[src/rtl/cpu_check_pkg.sv]
`default_nettype none
// ============================================================================
// Module      : cpu_check_pkg
// Description : Shared types and constants for the core-side checker tap.
//               retire_rec_t is one retired-instruction record as seen by the
//               checker: the retiring pc and the value it wrote (0 if none).
// Revision    : 1.0 - initial release
// ============================================================================
package cpu_check_pkg;

    localparam logic [4:0] REG_ZERO = 5'd0;
    localparam int         NUM_REGS = 32;

    typedef struct packed {
        logic [31:0] pc;
        logic [31:0] rd_value;
    } retire_rec_t;

    // Build a retire record; writes to register 0 are architecturally void,
    // so they report a zero result just like an instruction with no write.
    function automatic retire_rec_t make_retire_rec(
        input logic [31:0] pc,
        input logic        wr_en,
        input logic [4:0]  wr_addr,
        input logic [31:0] wr_data
    );
        retire_rec_t rec;
        rec.pc       = pc;
        rec.rd_value = (wr_en && (wr_addr != REG_ZERO)) ? wr_data : 32'd0;
        return rec;
    endfunction

endpackage : cpu_check_pkg
`default_nettype wire

[src/rtl/cpu_state_tap_retire_fifo.sv]
`default_nettype none
// ============================================================================
// Module      : retire_fifo
// Description : Small power-of-two FIFO of retire records. Drops a push when
//               full unless a pop happens in the same cycle. When empty, the
//               head output holds the last popped record (0 after reset).
// Ports       : clk, rst_n      - clock, async active-low reset
//               i_push          - write i_push_data this cycle
//               i_push_data     - record to enqueue
//               i_pop           - consume head (ignored while empty)
//               o_head          - head record / last popped record if empty
//               o_empty         - FIFO holds no entries
//               o_drop          - push discarded this cycle (full, no pop)
// Revision    : 1.0 - initial release
// ============================================================================
module retire_fifo
    import cpu_check_pkg::*;
#(
    parameter int DEPTH = 4
) (
    input  logic        clk,
    input  logic        rst_n,
    input  logic        i_push,
    input  retire_rec_t i_push_data,
    input  logic        i_pop,
    output retire_rec_t o_head,
    output logic        o_empty,
    output logic        o_drop
);

    localparam int c_ADDR_W = $clog2(DEPTH);

    // Pointers carry one extra wrap bit so full and empty are distinguishable
    // without a separate counter.
    logic [c_ADDR_W:0]   r_wr_ptr;
    logic [c_ADDR_W:0]   r_rd_ptr;
    retire_rec_t         r_mem [DEPTH];
    retire_rec_t         r_last;

    logic                w_full;
    logic                w_empty;
    logic                w_pop_ok;
    logic                w_push_ok;
    logic [c_ADDR_W-1:0] w_wr_idx;
    logic [c_ADDR_W-1:0] w_rd_idx;

    assign w_wr_idx  = r_wr_ptr[c_ADDR_W-1:0];
    assign w_rd_idx  = r_rd_ptr[c_ADDR_W-1:0];
    assign w_empty   = (r_wr_ptr == r_rd_ptr);
    assign w_full    = (r_wr_ptr[c_ADDR_W] != r_rd_ptr[c_ADDR_W]) &&
                       (w_wr_idx == w_rd_idx);
    assign w_pop_ok  = i_pop && !w_empty;
    // A simultaneous pop frees the slot, so a push at full is still accepted.
    assign w_push_ok = i_push && (!w_full || w_pop_ok);

    always_ff @(posedge clk or negedge rst_n) begin
        if (!rst_n) begin
            r_wr_ptr <= '0;
            r_rd_ptr <= '0;
            r_last   <= '0;
        end else begin
            if (w_push_ok) begin
                r_wr_ptr <= r_wr_ptr + 1'b1;
            end
            if (w_pop_ok) begin
                r_rd_ptr <= r_rd_ptr + 1'b1;
                r_last   <= r_mem[w_rd_idx];
            end
        end
    end

    // Storage needs no reset: a slot is only read after it has been written.
    // At full with a pop, the write lands in the slot being popped; the old
    // contents are consumed (and captured in r_last) at this same edge.
    always_ff @(posedge clk) begin
        if (w_push_ok) begin
            r_mem[w_wr_idx] <= i_push_data;
        end
    end

    assign o_head  = w_empty ? r_last : r_mem[w_rd_idx];
    assign o_empty = w_empty;
    assign o_drop  = i_push && w_full && !w_pop_ok;

endmodule : retire_fifo
`default_nettype wire

[src/rtl/cpu_state_tap.sv]
`default_nettype none
// ============================================================================
// Module      : cpu_state_tap
// Description : Core-side checker responder. Snoops core writeback/retire,
//               keeps a shadow 32x32 register file, answers rs/rt queries
//               with one cycle of latency (same-cycle writes forwarded), and
//               buffers retired (pc, rd_value) records for the checker.
// Ports       : clk, rst_n                 - clock, async active-low reset
//               wb_en, wb_addr, wb_data     - core register-file write
//               ret_valid, ret_pc           - instruction retire
//               rs, rt                      - checker query indices
//               rs_value, rt_value          - registered query results
//               ev_valid, ev_ready          - retire record handshake
//               pc, rd_value                - head retire record
//               overflow                    - sticky retire-drop flag
// Revision    : 1.0 - initial release
// ============================================================================
module cpu_state_tap
    import cpu_check_pkg::*;
#(
    parameter int DEPTH = 4,
    parameter int XLEN  = 32
) (
    input  logic            clk,
    input  logic            rst_n,
    input  logic            wb_en,
    input  logic [4:0]      wb_addr,
    input  logic [XLEN-1:0] wb_data,
    input  logic            ret_valid,
    input  logic [XLEN-1:0] ret_pc,
    input  logic [4:0]      rs,
    input  logic [4:0]      rt,
    output logic [XLEN-1:0] rs_value,
    output logic [XLEN-1:0] rt_value,
    output logic            ev_valid,
    input  logic            ev_ready,
    output logic [XLEN-1:0] pc,
    output logic [XLEN-1:0] rd_value,
    output logic            overflow
);

    logic [XLEN-1:0] r_rf [NUM_REGS];
    logic [XLEN-1:0] r_rs_value;
    logic [XLEN-1:0] r_rt_value;
    logic            r_overflow;

    logic            w_wr_live;
    logic [XLEN-1:0] w_rs_next;
    logic [XLEN-1:0] w_rt_next;
    retire_rec_t     w_push_rec;
    retire_rec_t     w_head;
    logic            w_empty;
    logic            w_drop;

    // Register 0 is hardwired; a write to it is not a live write.
    assign w_wr_live = wb_en && (wb_addr != REG_ZERO);

    // Shadow register file. Entry 0 is never written so it stays 0.
    always_ff @(posedge clk or negedge rst_n) begin
        if (!rst_n) begin
            for (int i = 0; i < NUM_REGS; i++) begin
                r_rf[i] <= '0;
            end
        end else if (w_wr_live) begin
            r_rf[wb_addr] <= wb_data;
        end
    end

    // Query lookup with same-cycle write forwarding so the checker sees the
    // value the core will hold after this edge.
    always_comb begin
        w_rs_next = r_rf[rs];
        w_rt_next = r_rf[rt];
        if (w_wr_live && (wb_addr == rs)) begin
            w_rs_next = wb_data;
        end
        if (w_wr_live && (wb_addr == rt)) begin
            w_rt_next = wb_data;
        end
        if (rs == REG_ZERO) begin
            w_rs_next = '0;
        end
        if (rt == REG_ZERO) begin
            w_rt_next = '0;
        end
    end

    always_ff @(posedge clk or negedge rst_n) begin
        if (!rst_n) begin
            r_rs_value <= '0;
            r_rt_value <= '0;
        end else begin
            r_rs_value <= w_rs_next;
            r_rt_value <= w_rt_next;
        end
    end

    assign w_push_rec = make_retire_rec(ret_pc, wb_en, wb_addr, wb_data);

    retire_fifo #(
        .DEPTH (DEPTH)
    ) u_retire_fifo (
        .clk         (clk),
        .rst_n       (rst_n),
        .i_push      (ret_valid),
        .i_push_data (w_push_rec),
        .i_pop       (ev_ready),
        .o_head      (w_head),
        .o_empty     (w_empty),
        .o_drop      (w_drop)
    );

    // Once a retire is lost the checker's view is incomplete until reset.
    always_ff @(posedge clk or negedge rst_n) begin
        if (!rst_n) begin
            r_overflow <= 1'b0;
        end else if (w_drop) begin
            r_overflow <= 1'b1;
        end
    end

    assign rs_value = r_rs_value;
    assign rt_value = r_rt_value;
    assign ev_valid = !w_empty;
    assign pc       = w_head.pc;
    assign rd_value = w_head.rd_value;
    assign overflow = r_overflow;

endmodule : cpu_state_tap
`default_nettype wire

[config.mk]
export PLATFORM = sky130hd
export DESIGN_NAME = cpu_state_tap
export DESIGN_NICKNAME = d
export VERILOG_FILES = /design/src/rtl/cpu_check_pkg.sv /design/src/rtl/cpu_state_tap_retire_fifo.sv /design/src/rtl/cpu_state_tap.sv
export SDC_FILE = /design/constraint.sdc
export NUM_CORES = 2
export LEC_CHECK = 0
export CORE_ASPECT_RATIO = 1.75
export CORE_MARGIN = 4
export CORE_UTILIZATION = 45
export DETAILED_ROUTE_END_ITERATION = 10
export PLACE_DENSITY = 0.67
export RECOVER_POWER = 100
export SYNTH_ARGS = -nofsm -noshare
export SYNTH_HDL_FRONTEND = slang
export SYNTH_SLANG_ARGS = --single-unit
[constraint.sdc]
create_clock -name clk -period 13.33 [get_ports clk]
set_input_delay 2.666 -clock clk [delete_from_list [all_inputs] [get_ports clk]]
set_output_delay 2.666 -clock clk [all_outputs]
set_load 0.1 [all_outputs]
==> out/summary.txt <==
Outcome = finished with violations
Violated checks = max-capacitance violations, max-slew violations
Max Fanout on Critical Path = 41
WP data required = 13990 ps
Routed vias/inst = 6.59
Peak supply drop = 0.000366 V
CP endpoint kind = register
First-pass GRT wire length = 329000 µm
Critical path cell sequence = clkbuf_1 > clkbuf_1 > clkbuf_1 > xnor2_1 > nand4_1 > nor2_4 > clkbuf_1 > nor4_1 > a221o_1
Internal power = 9.55 mW
Post-Layout Cell Count = 6743
Post-route minimum period = 10020 ps
Worst slew margin = -254%
Synth Instances = 4592
Sw frac = 36.8%
Largest net degree at the start of global routing = 178
Post-Synthesis Cell Area = 70100 µm²
Prevailing post-synth register cell = dfrtp_1
CP Class = input pin to register
FP Rows = 191
Worst path most repeated cell = clkbuf_1
Sink Count = 1415
Syn nets = 4681
Sequential power share = 39.4%
Final hold violation count = 0
Average routed wire per standard cell = 33.8 µm
Sw Pwr = 5.56 mW
Number of flops mapped to enable cells by yosys = 256
Avg Inst Size Synth = 15.3 µm²
Fin crit share = 75.1%
Post-Place Cells = 6484
Number of global-route vias before repair = 46600
Setup bufs post-CTS = 0
Hold Buf Count CTS = 0
# IOs = 214
Grt total ovfl = 0
DR iter-0 viols = 4177
Combinational Power Share = 33.8%
Die Span X = 306 µm
Final WL = 228000 µm
Clock latency on the worst-skew pair = 780 ps
Crit start category = input pin
Htree depth = 4
Core area = 155000 µm²
MaxCap Viol Count = 62
Flops & latches, synth = 1415
Most area-consuming cells after synthesis = dfrtp_1, mux2_2, mux4_2
Crit path largest cell delay = 2590 ps
IO buf count = 213
Post-route ant nets = 0
DRC viols = 0
Final #Nets = 4686
GRT Util Overall = 27.8%
Leak pwr = 32.3 nW
CTS root buffer = clkbuf_16
Fraction of layout cells with a size suffix above 1 = 40.9%
CP arrival = 10670 ps
Synth warn = 0
F_max = 99.8 MHz
Worst-case clock buffer depth = 3
Clk pwr share = 26.8%
Worst slew pin tran = 5320 ps
Initial Util = 45.3%
Fin util = 50.3%
Die area = 162000 µm²
Layout area overhead = 11.2%
Max Slew Vio Count = 1688
Hpwl dp = 135000 µm
Initial antenna violation count = 17
TritonCTS Buffers = 137
Hold WC Path Type = register to register
Via count = 44400
Most common cell after layout, fill and taps aside = dfrtp_1
Clock-pin slew of the registers on the worst-case setup and hold paths = 60 ps
Post-CTS resize count = 0
TritonCTS clock tree = done
Die Ht = 530 µm
Setup violations, final = 0
GP Congestion = 0.865
Post-synth top area share = 41.4%
Sequential fraction of the synthesis area = 52.3%
Async SR Flop Fraction = 81.9%
P per Cell Area = 194 nW/µm²
Final TNS setup = 0 ps
Critical path's slowest cell = clkbuf_1
Synth unique cells = 70
Setup Skew = 36.6 ps
DR pass1 iterations = 8
Area leader, netlist = dfrtp_1
WP buf/inv = 4
RSZ-0062 raised after global routing = false
Commonest non-fill, non-tap cells in the layout = dfrtp_1, mux2_2, mux4_2
Top Family by Delay on Critical Path = buffers and inverters
power groups by stage:
stage          Combinational [mW]  Clock [mW]  Sequential [mW]
6_report                     5.11        4.05             5.95
2_1_floorplan                3.84           0             6.01
5_1_grt                      5.37        4.29             6.04
3_5_place_dp                 5.23           0             6.00
4_1_cts                      5.24        4.12             5.92
3_3_place_gp                 5.16           0             5.94
cell families (layout without fill, tap and decap cells):
family | after synthesis | in the layout | share of synthesized area [%]
mux | 1851 | 1851 | 36.3
fa+ha+maj | 5 | 5 | 0.0893
buf+inv | 491 | 604 | 3.66
other cells | 0 | 12 | 0
simple gates | 334 | 334 | 2.37
flops | 1415 | 1415 | 52.3
xor+xnor | 17 | 17 | 0.212
compound gates | 479 | 479 | 5.00
path summary, 6_finish.rpt:
check,start,to,slack (ps),cells after the start
max,rt[4],rt_value[6],3310,9
min,r_rf[1001],r_rf[1001],400,0
max reg2reg,u_retire_fifo.r_rd_ptr[0],u_retire_fifo.r_mem[0][43],6130,5
min reg2reg,r_rf[1001],r_rf[1001],400,0
max in group asynchronous,rst_n,r_rf[15],5000,3
min in group asynchronous,rst_n,r_rf[243],3840,1
through the flow:
step | worst slack (ps) | power [mW] | hold WS [ps] | instance area (µm²)
floorplan | 6960 | 9.85 | 441 | 70100
global placement | 6830 | 11.1 | 377 | 73600
detailed placement | 6900 | 11.2 | 384 | 73600
CTS | 6180 | 15.3 | 401 | 78200
global route | 3190 | 15.7 | 408 | 77900
finish | 3310 | 15.1 | 401 | 77900
layer usage:
metal | wire length (µm) | GRT usage (%) | vias up
met4 | 14700 | 15.6 | 6
met3 | 18500 | 6.09 | 684
li1 | - | - | 17800
met2 | 110000 | 45.7 | 2213
met1 | 83900 | 34.1 | 23800
met5 | 34 | 0 | -
state kept, by name, summed over array words and instances (netlist names):
name and cells:
overflow 1, u_retire_fifo.r_last 64, u_retire_fifo.r_rd_ptr 3, r_rf 1024, rs_value 32, u_retire_fifo.r_mem 256
rt_value 32, u_retire_fifo.r_wr_ptr 3
synthesized netlist by cell type, types with 8 or more instances:
| cell type | count |
|---|---|
| buf_2 | 129 |
| nand2b_1 | 17 |
| nor4_1 | 14 |
| a221oi_1 | 76 |
| mux2i_1 | 284 |
| mux4_2 | 441 |
| o2111a_1 | 8 |
| buf_1 | 39 |
| mux2_2 | 1126 |
| buf_8 | 17 |
| edfxtp_1 | 256 |
| inv_1 | 12 |
| a221o_1 | 39 |
| a31oi_1 | 16 |
| buf_6 | 24 |
| nand3_1 | 30 |
| o22a_1 | 15 |
| o21ai_0 | 80 |
| a211oi_1 | 13 |
| xnor2_1 | 11 |
| nand2_1 | 75 |
| dfrtp_1 | 1159 |
| and2_1 | 35 |
| clkbuf_1 | 236 |
| a22oi_1 | 62 |
| a21oi_1 | 49 |
| nor3_1 | 34 |
| or3_1 | 9 |
| o22ai_1 | 70 |
| buf_4 | 25 |
| nor2_1 | 82 |
area by class of cell:
class	count	area, µm²
fillers	13100	76900
flip-flops and latches	1415	36700
multi-input cells	2686	31000
clock buffers	187	3940
repair buffers	342	3040
well taps	2026	2530
clock inverters	60	684
inverters	15	56.3
diodes	12	30.0
(Power assumes the default switching activity.)
